[config.mk]
export PLATFORM = sky130hd
export DESIGN_NAME = pe_id_config_loader
export DESIGN_NICKNAME = d
export VERILOG_FILES = /design/src/rtl/pe_id_config_loader.sv
export SDC_FILE = /design/constraint.sdc
export NUM_CORES = 1
export LEC_CHECK = 0
export CORE_AREA = 4 4 406 408
export CTS_BUF_LIST = sky130_fd_sc_hd__clkbuf_16
export CTS_CLUSTER_SIZE = 28
export DETAILED_ROUTE_END_ITERATION = 8
export DIE_AREA = 0 0 410 412
export PLACE_DENSITY = 0.59
export SYNTH_ARGS = -nofsm -noshare
export SYNTH_HDL_FRONTEND = slang
export SYNTH_SLANG_ARGS = --single-unit
[constraint.sdc]
create_clock -name clk -period 76.6 [get_ports clk]
set_input_delay 15.32 -clock clk [delete_from_list [all_inputs] [get_ports clk]]
set_output_delay 15.32 -clock clk [all_outputs]
set_load 0.02 [all_outputs]
[src/rtl/pe_id_config_loader.sv]
// Snapshots PE-array X/Y IDs and LN_config on start, then streams them over a valid/ready bus.
// Optional build macro SKIP_DISABLED_EN drops all-ones ("unused PE/row") Y/X entries.
module pe_id_config_loader #(
  parameter int unsigned ROWS = 6,
  parameter int unsigned COLS = 8,
  parameter int unsigned XW   = 5,
  parameter int unsigned YW   = 3
) (
  input  logic                     clk,
  input  logic                     rst_n,
  input  logic                     start,
  input  logic [ROWS*COLS*XW-1:0]  filter_xid,
  input  logic [ROWS*COLS*XW-1:0]  ifmap_xid,
  input  logic [ROWS*COLS*XW-1:0]  ipsum_xid,
  input  logic [ROWS*COLS*XW-1:0]  opsum_xid,
  input  logic [ROWS*YW-1:0]       filter_yid,
  input  logic [ROWS*YW-1:0]       ifmap_yid,
  input  logic [ROWS*YW-1:0]       ipsum_yid,
  input  logic [ROWS*YW-1:0]       opsum_yid,
  input  logic [4:0]               ln_config,
  output logic                     busy,
  output logic                     cfg_valid,
  input  logic                     cfg_ready,
  output logic [2:0]               cfg_class,
  output logic                     cfg_is_x,
  output logic [2:0]               cfg_row,
  output logic [3:0]               cfg_col,
  output logic [4:0]               cfg_data,
  output logic                     cfg_last,
  output logic                     done
);

  localparam int unsigned NPE = ROWS * COLS;
  localparam int unsigned IW  = (NPE > 1) ? $clog2(NPE) : 1;

  typedef enum logic [2:0] {StIdle, StLoadY, StLoadX, StLoadLn, StDone} state_e;

  state_e        state_q, state_d;
  logic [1:0]    cls_q, cls_d;
  logic [2:0]    row_q, row_d;
  logic [3:0]    col_q, col_d;
  logic [IW-1:0] idx_q, idx_d;

  logic       valid_q, valid_d;
  logic [2:0] oclass_q, oclass_d;
  logic       is_x_q, is_x_d;
  logic [2:0] orow_q, orow_d;
  logic [3:0] ocol_q, ocol_d;
  logic [4:0] data_q, data_d;
  logic       last_q, last_d;
  logic       busy_q, busy_d;
  logic       done_q, done_d;

  logic [XW-1:0] snap_x [4][NPE];
  logic [YW-1:0] snap_y [4][ROWS];
  logic [4:0]    snap_ln;
  logic          snap_en;

  logic [XW-1:0] cur_x;
  logic [YW-1:0] cur_y;
  logic          load_en;
  logic          skip;

  // Snapshot needs no reset: it is only read after a start has loaded it.
  always_ff @(posedge clk) begin
    if (snap_en) begin
      for (int i = 0; i < int'(NPE); i++) begin
        snap_x[0][i] <= filter_xid[i*XW +: XW];
        snap_x[1][i] <= ifmap_xid[i*XW +: XW];
        snap_x[2][i] <= ipsum_xid[i*XW +: XW];
        snap_x[3][i] <= opsum_xid[i*XW +: XW];
      end
      for (int r = 0; r < int'(ROWS); r++) begin
        snap_y[0][r] <= filter_yid[r*YW +: YW];
        snap_y[1][r] <= ifmap_yid[r*YW +: YW];
        snap_y[2][r] <= ipsum_yid[r*YW +: YW];
        snap_y[3][r] <= opsum_yid[r*YW +: YW];
      end
      snap_ln <= ln_config;
    end
  end

  assign cur_x = snap_x[cls_q][idx_q];
  assign cur_y = snap_y[cls_q][row_q];

  // The output register is a one-deep stage: refill when empty or being accepted.
  assign load_en = ~valid_q | cfg_ready;

`ifdef SKIP_DISABLED_EN
  assign skip = (state_q == StLoadY) ? (cur_y == '1) : (cur_x == '1);
`else
  assign skip = 1'b0;
`endif

  always_comb begin
    state_d  = state_q;
    cls_d    = cls_q;
    row_d    = row_q;
    col_d    = col_q;
    idx_d    = idx_q;
    valid_d  = valid_q;
    oclass_d = oclass_q;
    is_x_d   = is_x_q;
    orow_d   = orow_q;
    ocol_d   = ocol_q;
    data_d   = data_q;
    last_d   = last_q;
    busy_d   = busy_q;
    done_d   = 1'b0;
    snap_en  = 1'b0;

    unique case (state_q)
      StIdle: begin
        if (start) begin
          snap_en = 1'b1;
          cls_d   = 2'd0;
          row_d   = 3'd0;
          col_d   = 4'd0;
          idx_d   = '0;
          busy_d  = 1'b1;
          state_d = StLoadY;
        end
      end

      StLoadY: begin
        if (load_en) begin
          valid_d = ~skip;
          if (!skip) begin
            oclass_d = {1'b0, cls_q};
            is_x_d   = 1'b0;
            orow_d   = row_q;
            ocol_d   = 4'd0;
            data_d   = 5'(cur_y);
            last_d   = 1'b0;
          end
          if (row_q == 3'(ROWS - 1)) begin
            row_d   = 3'd0;
            col_d   = 4'd0;
            idx_d   = '0;
            state_d = StLoadX;
          end else begin
            row_d = row_q + 3'd1;
          end
        end
      end

      StLoadX: begin
        if (load_en) begin
          valid_d = ~skip;
          if (!skip) begin
            oclass_d = {1'b0, cls_q};
            is_x_d   = 1'b1;
            orow_d   = row_q;
            ocol_d   = col_q;
            data_d   = 5'(cur_x);
            last_d   = 1'b0;
          end
          if (idx_q == IW'(NPE - 1)) begin
            row_d = 3'd0;
            col_d = 4'd0;
            idx_d = '0;
            if (cls_q == 2'd3) begin
              state_d = StLoadLn;
            end else begin
              cls_d   = cls_q + 2'd1;
              state_d = StLoadY;
            end
          end else begin
            idx_d = idx_q + IW'(1);
            if (col_q == 4'(COLS - 1)) begin
              col_d = 4'd0;
              row_d = row_q + 3'd1;
            end else begin
              col_d = col_q + 4'd1;
            end
          end
        end
      end

      StLoadLn: begin
        // last_q marks that the LN word already sits in the output register.
        if (valid_q && last_q) begin
          if (cfg_ready) begin
            valid_d = 1'b0;
            last_d  = 1'b0;
            busy_d  = 1'b0;
            done_d  = 1'b1;
            state_d = StDone;
          end
        end else if (load_en) begin
          valid_d  = 1'b1;
          oclass_d = 3'd4;
          is_x_d   = 1'b0;
          orow_d   = 3'd0;
          ocol_d   = 4'd0;
          data_d   = snap_ln;
          last_d   = 1'b1;
        end
      end

      StDone: begin
        state_d = StIdle;
      end

      default: begin
        state_d = StIdle;
      end
    endcase
  end

  always_ff @(posedge clk or negedge rst_n) begin
    if (!rst_n) begin
      state_q  <= StIdle;
      cls_q    <= 2'd0;
      row_q    <= 3'd0;
      col_q    <= 4'd0;
      idx_q    <= '0;
      valid_q  <= 1'b0;
      oclass_q <= 3'd0;
      is_x_q   <= 1'b0;
      orow_q   <= 3'd0;
      ocol_q   <= 4'd0;
      data_q   <= 5'd0;
      last_q   <= 1'b0;
      busy_q   <= 1'b0;
      done_q   <= 1'b0;
    end else begin
      state_q  <= state_d;
      cls_q    <= cls_d;
      row_q    <= row_d;
      col_q    <= col_d;
      idx_q    <= idx_d;
      valid_q  <= valid_d;
      oclass_q <= oclass_d;
      is_x_q   <= is_x_d;
      orow_q   <= orow_d;
      ocol_q   <= ocol_d;
      data_q   <= data_d;
      last_q   <= last_d;
      busy_q   <= busy_d;
      done_q   <= done_d;
    end
  end

  assign busy      = busy_q;
  assign cfg_valid = valid_q;
  assign cfg_class = oclass_q;
  assign cfg_is_x  = is_x_q;
  assign cfg_row   = orow_q;
  assign cfg_col   = ocol_q;
  assign cfg_data  = data_q;
  assign cfg_last  = last_q;
  assign done      = done_q;

endmodule

==> impl_metrics.json, run 1 <==
{
  "outcome": "complete, no violations",
  "critPathRequiredTime_ns": 76.95,
  "port_buffers": 1060,
  "grt_pass1_wl_microns": 218000,
  "antenna_found_initial": 56,
  "hold_viol_final": 0,
  "min_period_over_period": 0.252,
  "area_delta_synth_final_pct": 41.1,
  "finalSetupViolCount": 0,
  "root_buffer": "clkbuf_16",
  "ir_drop_v": 0.0000203,
  "dp_hpwl_microns": 128000,
  "cts-resized-gates": 0,
  "start_kind": "input pin",
  "io_pins": 1061,
  "start_util": 0.256,
  "drtIter0Drc": 2481,
  "ys_dominant_reg_cell": "edfxtp_1",
  "insertion_delay_ns": 0.76,
  "async_reset_ff_frac": 0.0353,
  "fmax_mhz": 51.8,
  "hold_path_class": "reg -> reg",
  "end_kind": "flop",
  "antenna_left": 0,
  "fin_skew_ns": 0.0497,
  "synthesis.nets": 2957,
  "synth_edf_count": 1037,
  "yosys.area.top_type": "edfxtp_1",
  "grtUsageTotal": 0.190,
  "ys_ff_latch": 1075,
  "drive_gt1_frac": 0.149,
  "powerDensity_nw_per_um2": 32.2,
  "drt_pre_antenna_iters": 5,
  "synth_area_sq_um": 41400,
  "grt_pass1_vias": 25400,
  "arrival_ns": 19.66,
  "tightest_slew_ns": 1.23,
  "leakagePower_nw": 18.8,
  "cts_tree": "yes",
  "nNetsFinal": 4069,
  "rsz0062_at_grt": "no",
  "cts_made_buffers": 118,
  "dieArea_sq_um": 169000,
  "cts_setup_buffers": 0,
  "wl_per_cell_microns": 31.4,
  "ys_types": 62,
  "fin_area_sq_um": 58400,
  "syn_inst": 1911,
  "cts_buffer_depth": 3,
  "netlist_top_cells_area": "edfxtp_1, mux4_2, dfrtp_1",
  "cp_max_fo": 176,
  "grt.overflow.total": 0,
  "synth-seq-area-share": 0.775,
  "placementRows": 148,
  "cts_sinks": 1075,
  "syn_area_per_cell_sq_um": 21.7,
  "netlist.area_leader.share": 0.752,
  "cts-htree-levels": 3,
  "place_area_sq_um": 54500,
  "core-area_sq_um": 162000,
  "gp_congestion": 0.864,
  "vias": 24300,
  "relSlewSlack": 0.177,
  "fp.dieW_microns": 410,
  "ctsHoldBuffers": 0,
  "die_height_microns": 412,
  "cap_viol_max_count": 0,
  "layout_min_cycle_time_ns": 19.31,
  "slew_viol_final": 0,
  "routed_wirelength_microns": 167000,
  "yosysWarnings": 0,
  "drc": 0,
  "cts.clk_slew.worst_paths_ns": 0.06,
  "tns_ns": 0,
  "grt_max_degree": 185,
  "path_class": "in -> reg",
  "vias_per_cell": 4.57
}
cell usage in the layout, fill, tap and decap left out, types with 10 or more instances in the layout:
cell | netlist | layout
nor2_1 | 33 | 32
clkinv_1 | 2 | 27
bufinv_16 | 0 | 12
o221ai_1 | 21 | 21
o21ai_0 | 16 | 16
clkbuf_16 | 0 | 119
clkinv_2 | 0 | 15
mux2i_1 | 89 | 89
clkdlybuf4s50_1 | 0 | 1059
a22oi_1 | 37 | 37
o22ai_1 | 13 | 13
mux2_2 | 22 | 22
buf_4 | 23 | 37
a211o_1 | 10 | 10
inv_1 | 9 | 32
a21oi_1 | 27 | 27
diode_2 | 0 | 23
edfxtp_1 | 1037 | 1037
mux4_2 | 221 | 221
dfrtp_1 | 38 | 33
nand3_1 | 23 | 22
o211ai_1 | 10 | 10
nand2_1 | 58 | 58
cells in the mapped netlist, types with 5 or more instances:
master	number
and3_1	9
o31ai_1	5
mux2_2	22
a21o_1	9
o22ai_1	13
o221ai_1	21
a22oi_1	37
nor2b_1	7
buf_4	23
o211ai_1	10
nand3_1	23
mux4_2	221
ha_1	5
a22o_1	9
o21ai_0	16
buf_6	11
dfrtp_1	38
a211oi_1	8
buf_1	10
nor3_1	8
clkbuf_1	41
a221oi_1	9
nand2b_1	5
a211o_1	10
buf_2	23
nor2_1	33
edfxtp_1	1037
mux2i_1	89
mux4_1	6
a21oi_1	27
inv_1	9
nand2_1	58
routing by layer:
layer / track usage / up-vias / routed length, microns
li1: - / 10300 / -
met1: 0.228 / 12600 / 63300
met2: 0.339 / 1071 / 86600
met3: 0.0508 / 204 / 13200
met4: 0.0472 / 14 / 3500
met5: 0 / - / 76
registers in the layout, indices dropped and copies added, names as in the netlist:
name / count
idx_q: 6
snap_x: 960
row_q: 3
snap_y: 72
cfg_last: 1
cfg_class: 3
cfg_is_x: 1
cls_q: 2
col_q: 4
cfg_row: 3
busy: 1
state_q: 3
cfg_col: 4
done: 1
cfg_data: 5
cfg_valid: 1
snap_ln: 5
cell type report:
cell class | count | area [sq um]
clock buffers | 119 | 2980
diodes | 23 | 57.6
repair buffers | 1100 | 10900
inverters | 11 | 41.3
multi-input cells | 717 | 8730
clock inverters | 94 | 866
fillers | 15000 | 103000
well taps | 2175 | 2720
flip-flops and latches | 1075 | 32100
per-stage QoR:
step | power [mW] | std cells | worst slack [ns] | utilization | hold slack [ns]
3_3_place_gp | 1.34 | 5078 | 56.52 | 0.337 | 0.467
4_1_cts | 1.92 | 5291 | 57.25 | 0.361 | 0.488
5_1_grt | 1.97 | 5301 | 56.96 | 0.361 | 0.506
3_5_place_dp | 1.34 | 5078 | 56.42 | 0.337 | 0.474
6_report | 1.88 | 5314 | 57.29 | 0.361 | 0.482
2_1_floorplan | 1.25 | 1911 | 19.91 | - | 0.467
final timing paths:
kind,startpoint,to,slack (ns),cells past startpoint
max,start,snap_x[2][196],57.29,7
min,cfg_col[1],cfg_col[1],0.48,2
max reg2reg,cls_q[0],cfg_data[0],70.75,10
min reg2reg,cfg_col[1],cfg_col[1],0.48,2
max in group asynchronous,rst_n,idx_q[2],61.15,1
min in group asynchronous,rst_n,cfg_last,14.75,1
cell families (layout without fill, tap and decap cells):
group                    after synthesis  count (layout)  share of synthesized area
flip-flops                          1075            1075                      0.775
adder cells (fa/ha/maj)                6               6                    0.00175
multiplexers                         338             338                      0.151
AO/OA/AOI/OAI                        203             203                     0.0362
other                                  0              23                          0
XOR/XNOR                               5               5                    0.00106
buffers and inverters                119            1324                     0.0156
AND/OR/NAND/NOR                      165             165                     0.0192
worst max-delay path, cell delays in order:
cell and delay (ns):
clkdlybuf4s50_1 0.48, nand2b_1 0.10, nor3_4 0.16, buf_12 0.66, buf_4 0.89, buf_4 0.88, buf_4 0.94
power breakdown:
group,internal [mW],switching [mW]
clock network,0.323,0.243
registers,0.770,0.0490
logic,0.207,0.291
total,1.30,0.583
Power figures use the tool's default switching activity.
==> inputs of run 2 (changes only) <==
CORE_AREA = 4 4 408 410   (was 4 4 406 408)
DIE_AREA = 0 0 412 414   (was 0 0 410 412)
PLACE_DENSITY = 0.57   (was 0.59)
clock period = 20.1 ns   (was 76.6 ns; I/O delays follow)
==> run 2 against run 1 <==
  * Count of clock-buffer cells in the layout is 2 lower
  * Register-to-register slack got worse by 56 ns
  * Sequential power increased to 3.8 times the previous value
  * Non-clock buffer count unchanged
  * Clock skew is 0.016 ns lower
  * Worst hold slack worse by 0.011 ns
  * Core utilization shrank 0.22 points
  * Design area shrank 0.16%
  * Die area up 0.98%
  * Wire length grew 1.3%
  * Critical endpoint is now snap_x[3][27]
==> impl_metrics.json, run 2 (same netlist as run 1, synthesis figures left out) <==
{
  "outcome": "complete, no violations",
  "utilization": 0.359,
  "drive_gt1_frac": 0.148,
  "fmax_mhz": 125,
  "final_cell_count_no_fill": 5319,
  "start_kind": "input pin",
  "fp.dieW_microns": 412,
  "die_height_microns": 414,
  "dieArea_sq_um": 171000,
  "grt_max_degree": 193,
  "grt.overflow.total": 0,
  "nNetsFinal": 4067,
  "largest_reg_flops": 960,
  "insertion_delay_ns": 0.75,
  "relSlewSlack": 0.138,
  "placedCellCount": 5078,
  "hold_path_class": "reg -> reg",
  "critPathRequiredTime_ns": 20.48,
  "cts-resized-gates": 0,
  "cts_made_buffers": 116,
  "tightest_slew_ns": 1.29,
  "cts_setup_buffers": 0,
  "gp_congestion": 0.856,
  "reg2reg_slack_ns": 14.92,
  "drt_pre_antenna_iters": 7,
  "drc": 0,
  "grtUsageTotal": 0.192,
  "critPathLaunch": "start",
  "ctsHoldBuffers": 0,
  "cts.clk_slew.worst_paths_ns": 0.06,
  "reg_top3": "snap_x (960), snap_y (72), idx_q (6)",
  "core-area_sq_um": 162000,
  "cp_max_fo": 192,
  "antenna_left": 0,
  "end_kind": "flop",
  "path_class": "in -> reg",
  "dp_hpwl_microns": 131000,
  "area_delta_synth_final_pct": 40.9,
  "drtIter0Drc": 2517,
  "grt_pass1_vias": 25400,
  "vias_per_cell": 4.62,
  "min_period_over_period": 0.398,
  "layout_min_cycle_time_ns": 8.01,
  "port_buffers": 1060,
  "start_util": 0.255,
  "root_buffer": "clkbuf_16",
  "arrival_ns": 8.39,
  "r2r-start": "cls_q[0]",
  "fin_skew_ns": 0.0334,
  "io_pins": 1061,
  "powerDensity_nw_per_um2": 122,
  "ir_drop_v": 0.0000833,
  "hold_viol_final": 0,
  "routed_wirelength_microns": 169000,
  "wl_per_cell_microns": 31.8,
  "finalSetupViolCount": 0,
  "antenna_found_initial": 83,
  "grt_pass1_wl_microns": 222000,
  "final_common_cell": "clkdlybuf4s50_1",
  "vias": 24600,
  "cts_sinks": 1075,
  "cts-htree-levels": 3,
  "final_cell_mix": "clkdlybuf4s50_1, edfxtp_1, mux4_2, clkbuf_16, mux2i_1",
  "slew_viol_final": 0,
  "top_register": "snap_x",
  "hold_path.startpoint": "cfg_class[0]",
  "rsz0062_at_grt": "no",
  "cts_tree": "yes",
  "leakagePower_nw": 18.8,
  "placementRows": 148,
  "cap_viol_max_count": 0,
  "cts_buffer_depth": 3
}
==> run 2: cell type report <==
class | count | area [sq um]
clock buffer | 117 | 2930
fill | 15300 | 104000
timing repair buffer | 1100 | 10900
tap | 2175 | 2720
antenna | 24 | 60.1
inverter | 11 | 41.3
multi-input combinational | 717 | 8740
clock inverter | 100 | 805
sequential | 1075 | 32100
==> run 2: worst paths after layout <==
check / end / cells after the start
min in group asynchronous: cfg_class[2] / 1
worst max-delay path: snap_x[3][27] / 7
max in group asynchronous: cls_q[1] / 1
worst min register to register: cfg_class[0] / 2
worst min-delay path: cfg_class[0] / 2
worst max register to register: cfg_data[0] / 9
==> run 2: metal layers <==
metal	vias to the layer above	track usage	part of all wire
met2	1120	0.340	0.52
li1	10300	-	-
met5	-	0	0.0017
met1	12800	0.229	0.38
met4	44	0.0424	0.018
met3	246	0.0563	0.079
==> run 2: per-stage QoR <==
stage	hold slack [ns]	worst slack, ns	instance area, sq um	power [mW]	setup TNS, ns
5_1_grt	0.502	11.72	58300	7.44	0
4_1_cts	0.472	11.93	58300	7.26	0
2_1_floorplan	0.467	-8.90	41400	4.52	-9257.97
6_report	0.471	12.09	58300	7.13	0
3_5_place_dp	0.459	11.08	54600	5.13	0
3_3_place_gp	0.459	11.19	54600	5.11	0
==> run 2: report_power, final <==
group	switching [mW]	total, mW	leakage, nW	internal [mW]
registers	0.160	3.09	9.99	2.93
clock network	0.914	2.11	1.90	1.20
logic	1.14	1.93	6.86	0.790
==> run 2: worst max-delay path: stages <==
cell	delay, ns
clkdlybuf4s50_1	0.54
nand2b_4	0.08
nor3_4	0.23
buf_12	0.61
buf_4	0.94
buf_4	0.92
buf_4	0.86
==> inputs of run 3 (changes only) <==
clock period = 7.5 ns   (was 20.1 ns; I/O delays follow)
==> run 3 against run 2 <==
  * Combinational power rose to 2.7 times the previous value
  * Flip-flop and latch count did not move
  * First-iteration DRC count fell by 1.5%
  * Non-clock buffer count fell by 5
  * Wire length rose by 3.0%
  * Clock power rose to 2.9 times the previous value
  * Register-to-register slack got worse by 11 ns
  * Core utilization rose by 0.24 points
  * Sequential power rose to 2.7 times the previous value
  * Largest cell class unchanged
==> impl_metrics.json, run 3 (same netlist as run 1, synthesis figures left out) <==
{
  "placementRows": 148,
  "cp_max_fo": 107,
  "area_delta_synth_final_pct": 41.8,
  "port_buffers": 1060,
  "placedCellCount": 5073,
  "grtUsageMet1": 0.232,
  "cts_tree": "yes",
  "routed_wirelength_microns": 174000,
  "cts_setup_buffers": 0,
  "hold_viol_final": 0,
  "cts-htree-levels": 3,
  "use_met3": 0.0626,
  "power_frac_comb": 0.262,
  "drtIter0Drc": 2480,
  "drt_pre_antenna_iters": 5,
  "swShare": 0.311,
  "grtUsageTotal": 0.198,
  "hold_path_depth": 2,
  "relSlewSlack": 0.201,
  "cts-resized-gates": 0,
  "hold_path_class": "reg -> reg",
  "power_frac_clock": 0.309,
  "min_period_over_period": 0.526,
  "cts.clk_slew.worst_paths_ns": 0.06,
  "timing.hold.ws_ns": 0.466,
  "seqPwrFrac": 0.430,
  "grt.met2_usage": 0.350,
  "slew_viol_final": 0,
  "p_int_mw": 13.5,
  "top_register": "snap_x",
  "tightest_slew_ns": 1.20,
  "path_class": "reg -> reg",
  "rsz0062_at_grt": "no",
  "powerDensity_nw_per_um2": 333,
  "fp.dieW_microns": 412,
  "antenna_left": 0,
  "final_cell_mix": "clkdlybuf4s50_1, edfxtp_1, mux4_2, clkbuf_16, mux2i_1",
  "die_height_microns": 414,
  "root_buffer": "clkbuf_16",
  "dieArea_sq_um": 171000,
  "drc": 0,
  "gp_congestion": 0.849,
  "grt_pass1_vias": 25700,
  "finalSetupViolCount": 0,
  "ctsHoldBuffers": 0,
  "cts_sinks": 1075,
  "final_cell_count_no_fill": 5338,
  "fillers": 15200,
  "io_pins": 1061,
  "nNetsFinal": 4067,
  "antenna_found_initial": 94,
  "vias_per_cell": 4.57,
  "dp_hpwl_microns": 135000,
  "layout_min_cycle_time_ns": 3.94,
  "vias": 24400,
  "multi_input_area_sq_um": 8740,
  "setup_ws_ns": 3.56,
  "cts_buffer_depth": 3,
  "utilization": 0.362,
  "rr_worst_depth": 7,
  "pre_cts_ws_ns": 2.87,
  "start_util": 0.255,
  "fin_skew_ns": 0.0554,
  "grt.overflow.total": 0,
  "grt_pass1_wl_microns": 227000,
  "cts_made_buffers": 121,
  "largest_reg_flops": 960,
  "fmax_mhz": 254,
  "reg_top3": "snap_x (960), snap_y (72), idx_q (6)",
  "ir_drop_v": 0.000241,
  "core-area_sq_um": 162000,
  "grt_max_degree": 191,
  "outcome": "complete, no violations",
  "drive_gt1_frac": 0.152,
  "critPathRequiredTime_ns": 8.11,
  "final_common_cell": "clkdlybuf4s50_1",
  "leakagePower_nw": 18.9,
  "seqCellArea_sq_um": 32100,
  "start_kind": "flop",
  "p_sw_mw": 6.08,
  "cap_viol_max_count": 0,
  "tns_ns": 0,
  "grt.busiest_layer": "met2",
  "arrival_ns": 4.56,
  "insertion_delay_ns": 0.75,
  "end_kind": "flop",
  "wl_per_cell_microns": 32.6
}
run 3: critical path, stage by stage (launching register included):
cell and delay (ns):
dfrtp_4 0.84, buf_12 0.55, mux4_2 0.47, mux2i_1 0.63
nor2_1 0.12, a2111oi_0 0.49, and3_1 0.41, o22ai_1 0.12
run 3: final timing paths:
| path | start | to | slack [ns] |
|---|---|---|---|
| setup / recovery | cls_q[1] | cfg_data[3] | 3.56 |
| hold / removal | cfg_class[0] | cfg_class[0] | 0.47 |
| setup reg to reg | cls_q[1] | cfg_data[3] | 3.56 |
| hold reg to reg | cfg_class[0] | cfg_class[0] | 0.47 |
| max in group asynchronous | rst_n | idx_q[2] | 5.75 |
| min in group asynchronous | rst_n | cfg_data[4] | 0.96 |
run 3: metal layers:
metal | part of all wire | up-vias
li1 | - | 10400
met1 | 0.38 | 12700
met2 | 0.51 | 1033
met3 | 0.082 | 284
met4 | 0.026 | 40
met5 | 0.0015 | -
run 3: area by class of cell:
| class | count | share of cell area |
|---|---|---|
| multi-input cells | 717 | 0.149 |
| inverters | 11 | 0.000703 |
| diodes | 38 | 0.00162 |
| well taps | 2175 | 0.0463 |
| clock inverters | 106 | 0.0177 |
| repair buffers | 1095 | 0.187 |
| clock buffers | 121 | 0.0516 |
| flip-flops and latches | 1075 | 0.547 |
run 3: power groups by stage:
stage / Combinational [mW] / Clock (mW) / Sequential (mW)
after floorplan: 2.79 / 0 / 8.79
after global routing: 5.46 / 6.45 / 8.48
after global placement: 5.28 / 0 / 8.51
after CTS: 5.30 / 6.20 / 8.41
after detailed placement: 5.28 / 0 / 8.52
final: 5.12 / 6.03 / 8.40
run 3: metrics by stage:
stage               total power [mW]  cell area, sq um
floorplan                       11.6             41400
global placement                13.8             54600
detailed placement              13.8             54600
CTS                             19.9             58600
global route                    20.4             58700
finish                          19.5             58700
